### src/rtl/clock_monitor_driver.sv
// -----------------------------------------------------------------------------
// clock_monitor_driver
//   Drives a divided-down copy of the core clock onto a GPIO so off-chip logic
//   can count edges. Output is a registered square wave, half-period div+1
//   clocks. It runs either continuously while enabled or as a burst of
//   burst_len pulses per start. The output only ever goes low at the end of a
//   full high phase, so no runt pulses are produced.
//
//   Optional feature macro: CLKMON_PULSE_COUNT_EN
//     defined   : pulse_count counts mon_out rising edges (saturating) and
//                 clears on burst start / continuous-mode entry.
//     undefined : pulse_count is tied to 0.
//
// Ports
//   clock        in   core clock (single domain)
//   reset        in   asynchronous, active-high reset
//   enable       in   1 = output allowed; 0 = stop after the current high phase
//   burst_mode   in   0 = continuous, 1 = burst of burst_len pulses per start
//   start        in   one-cycle burst request (burst mode, IDLE only)
//   div          in   half-period minus one, resampled at each rising edge
//   burst_len    in   rising edges per burst; 0 completes immediately
//   mon_out      out  registered monitor pulse
//   busy         out  high while RUN or STOP
//   done         out  one-cycle pulse when a burst/run finishes
//   pulse_count  out  rising edges since last start/enable (feature macro)
// -----------------------------------------------------------------------------
module clock_monitor_driver #(
    parameter int DIV_W = 8,
    parameter int CNT_W = 16
) (
    input  logic             clock,
    input  logic             reset,
    input  logic             enable,
    input  logic             burst_mode,
    input  logic             start,
    input  logic [DIV_W-1:0] div,
    input  logic [CNT_W-1:0] burst_len,
    output logic             mon_out,
    output logic             busy,
    output logic             done,
    output logic [CNT_W-1:0] pulse_count
);

    typedef enum logic [1:0] {IDLE, RUN, STOP} state_t;

    state_t           state_q, state_d;
    logic             mon_q, mon_d;
    logic             done_q, done_d;
    logic             mode_q, mode_d;
    logic [DIV_W-1:0] phase_q, phase_d;
    logic [DIV_W-1:0] div_l_q, div_l_d;
    logic [CNT_W-1:0] rem_q, rem_d;
    logic             phase_end;

    always_comb begin
        state_d   = state_q;
        mon_d     = mon_q;
        done_d    = 1'b0;
        mode_d    = mode_q;
        phase_d   = phase_q;
        div_l_d   = div_l_q;
        rem_d     = rem_q;
        phase_end = (phase_q == div_l_q);

        case (state_q)
            IDLE: begin
                mon_d   = 1'b0;
                phase_d = '0;
                if (enable && (!burst_mode || start)) begin
                    if (burst_mode && (burst_len == '0)) begin
                        done_d = 1'b1;
                    end else begin
                        // Entry edge is itself the first rising edge, so the
                        // remaining-count already accounts for it.
                        state_d = RUN;
                        mode_d  = burst_mode;
                        div_l_d = div;
                        mon_d   = 1'b1;
                        rem_d   = burst_mode ? (burst_len - CNT_W'(1)) : '0;
                    end
                end
            end

            RUN: begin
                if (!enable && !mon_q) begin
                    // Low phase is not extended when enable drops.
                    state_d = IDLE;
                    done_d  = 1'b1;
                    phase_d = '0;
                end else begin
                    if (!enable) state_d = STOP;
                    if (phase_end) begin
                        phase_d = '0;
                        if (mon_q) begin
                            mon_d = 1'b0;
                            if (mode_q && (rem_q == '0)) state_d = STOP;
                        end else begin
                            mon_d   = 1'b1;
                            div_l_d = div;
                            if (mode_q && (rem_q != '0)) rem_d = rem_q - CNT_W'(1);
                        end
                    end else begin
                        phase_d = phase_q + DIV_W'(1);
                    end
                end
            end

            STOP: begin
                // Finish the high phase at full length, then one low cycle
                // before returning to IDLE with done.
                if (mon_q) begin
                    if (phase_end) begin
                        mon_d   = 1'b0;
                        phase_d = '0;
                    end else begin
                        phase_d = phase_q + DIV_W'(1);
                    end
                end else begin
                    state_d = IDLE;
                    done_d  = 1'b1;
                    phase_d = '0;
                end
            end

            default: state_d = IDLE;
        endcase
    end

    always_ff @(posedge clock or posedge reset) begin
        if (reset) begin
            state_q <= IDLE;
            mon_q   <= 1'b0;
            done_q  <= 1'b0;
            mode_q  <= 1'b0;
            phase_q <= '0;
            div_l_q <= '0;
            rem_q   <= '0;
        end else begin
            state_q <= state_d;
            mon_q   <= mon_d;
            done_q  <= done_d;
            mode_q  <= mode_d;
            phase_q <= phase_d;
            div_l_q <= div_l_d;
            rem_q   <= rem_d;
        end
    end

    assign mon_out = mon_q;
    assign busy    = (state_q != IDLE);
    assign done    = done_q;

`ifdef CLKMON_PULSE_COUNT_EN
    logic [CNT_W-1:0] cnt_q, cnt_d;
    logic             cnt_clr;

    always_comb begin
        cnt_clr = (state_q == IDLE) && enable && (!burst_mode || start);
        cnt_d   = cnt_clr ? '0 : cnt_q;
        // Clear and first rising edge share the entry cycle.
        if (mon_d && !mon_q && (cnt_d != '1)) cnt_d = cnt_d + CNT_W'(1);
    end

    always_ff @(posedge clock or posedge reset) begin
        if (reset) cnt_q <= '0;
        else       cnt_q <= cnt_d;
    end

    assign pulse_count = cnt_q;
`else
    assign pulse_count = '0;
`endif

endmodule

### config.mk
export PLATFORM = sky130hd
export DESIGN_NAME = clock_monitor_driver
export DESIGN_NICKNAME = d
export VERILOG_FILES = /design/src/rtl/clock_monitor_driver.sv
export SDC_FILE = /design/constraint.sdc
export NUM_CORES = 1
export LEC_CHECK = 0
export BUFFER_PORTS_ARGS = -buffer_cell sky130_fd_sc_hd__clkbuf_2
export CAP_MARGIN = 20
export CORE_AREA = 2 2 76 78
export CTS_CLUSTER_SIZE = 40
export DETAILED_ROUTE_END_ITERATION = 8
export DIE_AREA = 0 0 78 80
export GPL_ROUTABILITY_DRIVEN = 0
export HOLD_SLACK_MARGIN = 0.1
export PLACE_DENSITY = 0.77
export SLEW_MARGIN = 25
export SYNTH_ARGS = -nofsm -noshare
export SYNTH_HDL_FRONTEND = slang
export SYNTH_SLANG_ARGS = --single-unit
### constraint.sdc
create_clock -name clock -period 2.4 [get_ports clock]
set_clock_uncertainty 0.2 [all_clocks]
set_input_delay 0.48 -clock clock [delete_from_list [all_inputs] [get_ports clock]]
set_output_delay 0.48 -clock clock [all_outputs]
set_load 0.005 [all_outputs]
# Yosys cells after proc, flatten, opt, wreduce, memory -nomap -nowiden
# Index checks and enable logic that the tools add are counted.
classes:
  n_addsub: 3
  multipliers: 0
  div_mod_pow: 0
  magnitude_cmp: 0
  n_eq_ne: 10
  shift: 0
  n_mux: 39
  bitwise_logic: 1
  reduce_logical: 21
op_table:
  columns: ["cell", "count"]
  rows:
  - ["$mux W16", 7]
  - ["$mux W8", 8]
  - ["$logic_not A16 Y1", 2]
  - ["$pmux W16 S2", 1]
  - ["$sub A16 B1 Y16 const B", 2]
  - ["$pmux W8 S3", 1]
  - ["$mux W2", 8]
  - ["$pmux W8 S2", 1]
  - ["$reduce_bool A16 Y1", 1]
  - ["$ne A2 B2 Y1 const B", 7]
  - ["$mux W1", 10]
  - ["$reduce_and A3 Y1", 3]
  - ["$add A8 B1 Y8 const B", 1]
  - ["$eq A8 B8 Y1", 1]
  - ["$reduce_and A7 Y1", 1]
  - ["$pmux W1 S3", 2]
  - ["$pmux W2 S3", 1]
  - ["$reduce_and A6 Y1", 1]
  - ["$logic_and A1 B1 Y1", 5]
  - ["$reduce_bool A2 Y1", 2]
  - ["$logic_not A1 Y1", 3]
  - ["$reduce_bool A3 Y1", 1]
  - ["$eq A2 B1 Y1 const B", 1]
  - ["$eq A2 B2 Y1 const B", 1]
  - ["3 further kinds", 3]
totals:
  reg_bits: 37
  latch_bits: 0
  ram_bits: 0
  rom_bits: 0
  out_inout_bits: 19
  word_cells: 81
  n_memories: 0

# Depth between registers and ports, before layout
logic_depth:
  word_depth: 7
  mapped_depth: 10

# Worst setup path after synthesis
# Ideal clock, no wire load.
synth_timing:
  path_type: "input to register"
  startpoint: "input burst_len[4]"
  endpoint: "register rem_q[12]"
  setup_ns: 0.131
  t_arrival_ns: 2.251
  required_time_ns: 2.069
  slack_ns: -0.182
  stages: 7
  n_path_buf: 1
  path_cell_list: "or4_1 and4bb_2 a31o_2 or2_2 buf_2 o21ai_0 or3_1"
synth_between:
  elab_chain_cells: 5
  elab_cells_between_ends: 9
  classes_between: "add/sub: 1; eq/ne: 1; mux: 4; reduce/logical: 3"
synth_lines:
  columns: ["item", "line_no", "rtl"]
  rows:
  - ["start: declaration", "37", "input logic [CNT_W-1:0] burst_len,"]
  - ["$sub A16 B1 Y16", "79", "rem_d = burst_mode ? (burst_len - CNT_W'(1)) : '0;"]
  - ["$mux W16", "79", null]
  - ["$mux W16", "70", "if (burst_mode && (burst_len == '0)) begin"]
  - ["$mux W16", "69", "if (enable && (!burst_mode || start)) begin"]
  - ["$pmux W16 S2", "65", "case (state_q)"]
  - ["end signal: assignment", "145", "rem_q <= rem_d;"]
  - ["end: declaration", "52", "logic [CNT_W-1:0] rem_q, rem_d;"]
# Parallel ways exist; a longest one is shown, timed or not. The select of a mux whose other input is x is not followed.
# A chain may end at the register's enable or synchronous reset.

# Worst setup path in the final report
layout_timing:
  startpoint: "register rem_q[7]"
  endpoint: "register rem_q[14]"
layout_between:
  elab_chain_cells: 6
  elab_cells_between_ends: 10
  classes_between: "add/sub: 1; eq/ne: 1; mux: 5; reduce/logical: 3"
layout_lines:
  columns: ["item", "line_no", "rtl"]
  rows:
  - ["$sub A16 B1 Y16", "100", "if (mode_q && (rem_q != '0)) rem_d = rem_q - CNT_W'(1);"]
  - ["$mux W16", "100", null]
  - ["$mux W16", "94", "if (mon_q) begin"]
  - ["$mux W16", "92", "if (phase_end) begin"]
  - ["$mux W16", "85", "if (!enable && !mon_q) begin"]
  - ["$pmux W16 S2", "65", null]
# Parallel ways exist; a longest one is shown, timed or not. The select of a mux whose other input is x is not followed.

==> flow_summary_export.csv <==
group,metric,value,unit
global_routing,global_route.usage.met2,40.8,%
critical_path,worstSetupPathType,"flop to flop",
cells_and_area,mostFrequentLayoutCells,"63 x buf_4, 37 x dfrtp_1, 31 x nand2_1, 31 x clkbuf_2, 17 x nor2_1",
placement,portBuffers,31,
power_and_ir_drop,total_power,3.67,mW
global_routing,gr-usage-met1,29.5,%
clock_tree,cts_tree,"done",
status,violations,"setup timing",
timing,final_max_slew_viol_count,0,
synth,synth.distinct_cells,57,
floorplanning,dieArea,6240,µm²
cells_and_area,drive_gt1_share,35.8,%
cells_and_area,diodes,0,
detailed_routing,routed_wirelength,7450,µm
synth,synth_edf_count,0,
critical_path,max_stage_delay,0.47,ns
placement,place_area,3260,µm²
hold_path,hold_path_class,"input pin to flop",
global_routing,track_usage,23.8,%
critical_path,startpoint_type,"flop",
clock_tree,cts_max_level,2,
floorplanning,dieWidth,78,µm
detailed_routing,drc,0,
critical_path,critPathSlowestCell,"or4_4",
clock_tree,clk_pin_slew,0.08,ns
cells_and_area,final_nets,434,
synth,synthCells,301,
cells_and_area,syn2layout_area_growth,33.2,%
timing,finalSetupViolCount,2,
placement,dpl_worst_slack,-0.215,ns
global_routing,antenna_found_initial,0,
timing,finalCritPeriodShare,104,%
floorplanning,die_h,80,µm
power_and_ir_drop,ir_worst_vdd,0.000602,V
global_routing,grt-busiest-layer,"met2",
floorplanning,ios,48,
synth,yosysSeqAreaShare,34.8,%
global_routing,met3_usage,4.07,%
floorplanning,start_util,49.3,%
clock_tree,clk_latency,0.30,ns
placement,place_hpwl,5200,µm
detailed_routing,firstDrtPassIters,4,
synth,ys_ff_latch,37,
cells_and_area,final_common_cell,"buf_4",
clock_tree,cts_sinks,37,
cells_and_area,design_area,3550,µm²
placement,placed_cells,449,
global_routing,grt_overflow,0,
timing,max_freq,0.401,GHz
floorplanning,rows,27,
timing,hold_violations,0,
cells_and_area,multi_input_comb_area,1670,µm²
synth,yosysWarningCount,0,
detailed_routing,vias_per_cell,5.73,
critical_path,cp_common_cell,"or3_4",
critical_path,critPathTopFamily,"simple AND/OR/NAND/NOR gates",
critical_path,endpoint_kind,"flop",
cells_and_area,seq_area,926,µm²
timing,final.min_clock_period,2.49,ns
timing,setup_ws,-0.0937,ns
synth,synth-async-reset-ratio,100,%
cells_and_area,fin_cells,469,
detailed_routing,drt-initial-drc-count,303,
critical_path,critPathBufInv,0,
flow_run,maxCapViolCount,0,
detailed_routing,routedWlPerCell,15.9,µm
clock_tree,cts_buffers,5,
critical_path,required,2.40,ns
power_and_ir_drop,power_per_cell_area,1040,nW/µm²
clock_tree,cts-root-buf,"clkbuf_8",
cells_and_area,fillers,447,
critical_path,cp_cell_sequence,"or3_4 > or2_1 > or3_4 > or4_4 > a21o_1 > a22o_1",
detailed_routing,num_vias,2686,
detailed_routing,ant_nets,0,
synth,ys.flop_type,"dfrtp_1",
synth,avgSynthCellArea,8.85,µm²
timing,rsz0062_at_grt,"true",
global_routing,grt_start_max_net_pins,38,
synth,syn_area,2660,µm²
power_and_ir_drop,cellLeakagePower,1.67,nW
critical_path,worstPathArrival,2.49,ns
global_routing,grt_pass1_vias,2572,
global_routing,grt_pass1_wl,11800,µm
clock_tree,cts_buffer_depth,2,
critical_path,crit_fanout,2,
floorplanning,coreArea,5410,µm²
status,status,"finished, violations left",
cells_and_area,final_util,65.6,%
## registers in the layout (all words and copies together), names as in the netlist
signal and cells:
div_l_q 8, mon_out 1, mode_q 1, state_q 2, done 1, phase_q 8, rem_q 16
## metal layers
| layer | up-vias | part of all wire [%] |
|---|---|---|
| li1 | 1259 | - |
| met1 | 1303 | 41 |
| met2 | 100 | 51 |
| met3 | 24 | 5.4 |
| met4 | 0 | 2.6 |
| met5 | - | 0 |
## through the flow
stage	setup TNS, ns	hold slack, ns
global placement	-1.90	0.275
finish	-0.155	0.207
global route	-0.530	0.205
detailed placement	-2.42	0.280
CTS	-0.153	0.207
floorplan	-0.302	0.260
## timing repair
| item | in CTS | in global routing |
|---|---|---|
| setup buffers | 4 | 6 |
| gates cloned | 0 | 1 |
| hold endpoints to repair | 37 | 0 |
| hold buffers | 1 | 0 |
| pin swaps | 4 | 13 |
| setup endpoints to repair | 4 | 15 |
| gates resized for setup | 1 | 18 |
## where the power goes
group          total, mW  leakage (nW)  switching, mW  internal (mW)
combinational       2.04          1.15           1.03           1.01
clock              0.559        0.0543          0.247          0.311
sequential          1.07         0.471          0.211          0.862
total               3.67          1.67           1.49           2.18
## path summary, 6_finish.rpt
check | from | end | slack, ns | cells past startpoint
worst min-delay path | div[5] | div_l_q[5] | 0.21 | 2
worst max-delay path | rem_q[7] | rem_q[14] | -0.09 | 6
worst max register to register | rem_q[7] | rem_q[14] | -0.09 | 6
min in group asynchronous | reset | div_l_q[5] | 0.61 | 4
max in group asynchronous | reset | rem_q[6] | 1.05 | 4
worst min register to register | rem_q[6] | rem_q[6] | 0.30 | 1
## synthesized netlist by cell type (all sizes together), types with 2 or more instances
| cell type | count | share of area (%) |
|---|---|---|
| dfrtp | 37 | 35 |
| nand2 | 32 | 4.5 |
| buf | 23 | 6.1 |
| nor2 | 18 | 2.5 |
| o21ai | 17 | 3.2 |
| xor2 | 14 | 4.6 |
| nor4 | 12 | 2.8 |
| a21oi | 11 | 2.1 |
| inv | 11 | 1.6 |
| xnor2 | 10 | 3.3 |
| ha | 9 | 4.2 |
| nor3 | 9 | 1.7 |
| a22o | 8 | 2.6 |
| mux2 | 8 | 3.4 |
| nand3 | 8 | 1.5 |
| a21o | 5 | 1.4 |
| a211o | 4 | 1.3 |
| clkbuf | 4 | 0.56 |
| o31ai | 4 | 1.1 |
| o32ai | 4 | 1.3 |
| or2 | 4 | 0.94 |
| or4 | 4 | 1.1 |
| and2 | 3 | 0.70 |
| nor2b | 3 | 0.70 |
| o22ai | 3 | 0.70 |
| or3 | 3 | 1.1 |
| a31o | 2 | 0.66 |
| and4 | 2 | 0.66 |
| nand2b | 2 | 0.47 |
| nand4 | 2 | 0.47 |
| o2bb2ai | 2 | 0.66 |
| o311a | 2 | 0.80 |
## logic make-up (layout without fill, tap and decap cells)
kind of cell | after synthesis | in the layout | share of synthesized area, %
adders and majority gates | 9 | 9 | 4.23
AOI/OAI and AO/OA | 74 | 74 | 19.7
other | 1 | 16 | 0.141
and+or+nand+nor | 109 | 109 | 21.5
buffers and inverters | 39 | 120 | 8.36
xor gates and xnor gates | 24 | 24 | 7.89
DFF | 37 | 37 | 34.8
muxes | 8 | 8 | 3.38
## final cells by class
type	instances	share of cell area [%]
multi-input combinational	240	47.2
sequential	37	26.1
timing repair buffer	100	19.7
tap	72	2.54
clock buffer	5	1.94
clock inverter	3	1.31
inverter	12	1.27
No activity file was read; power rests on OpenSTA's default activity.
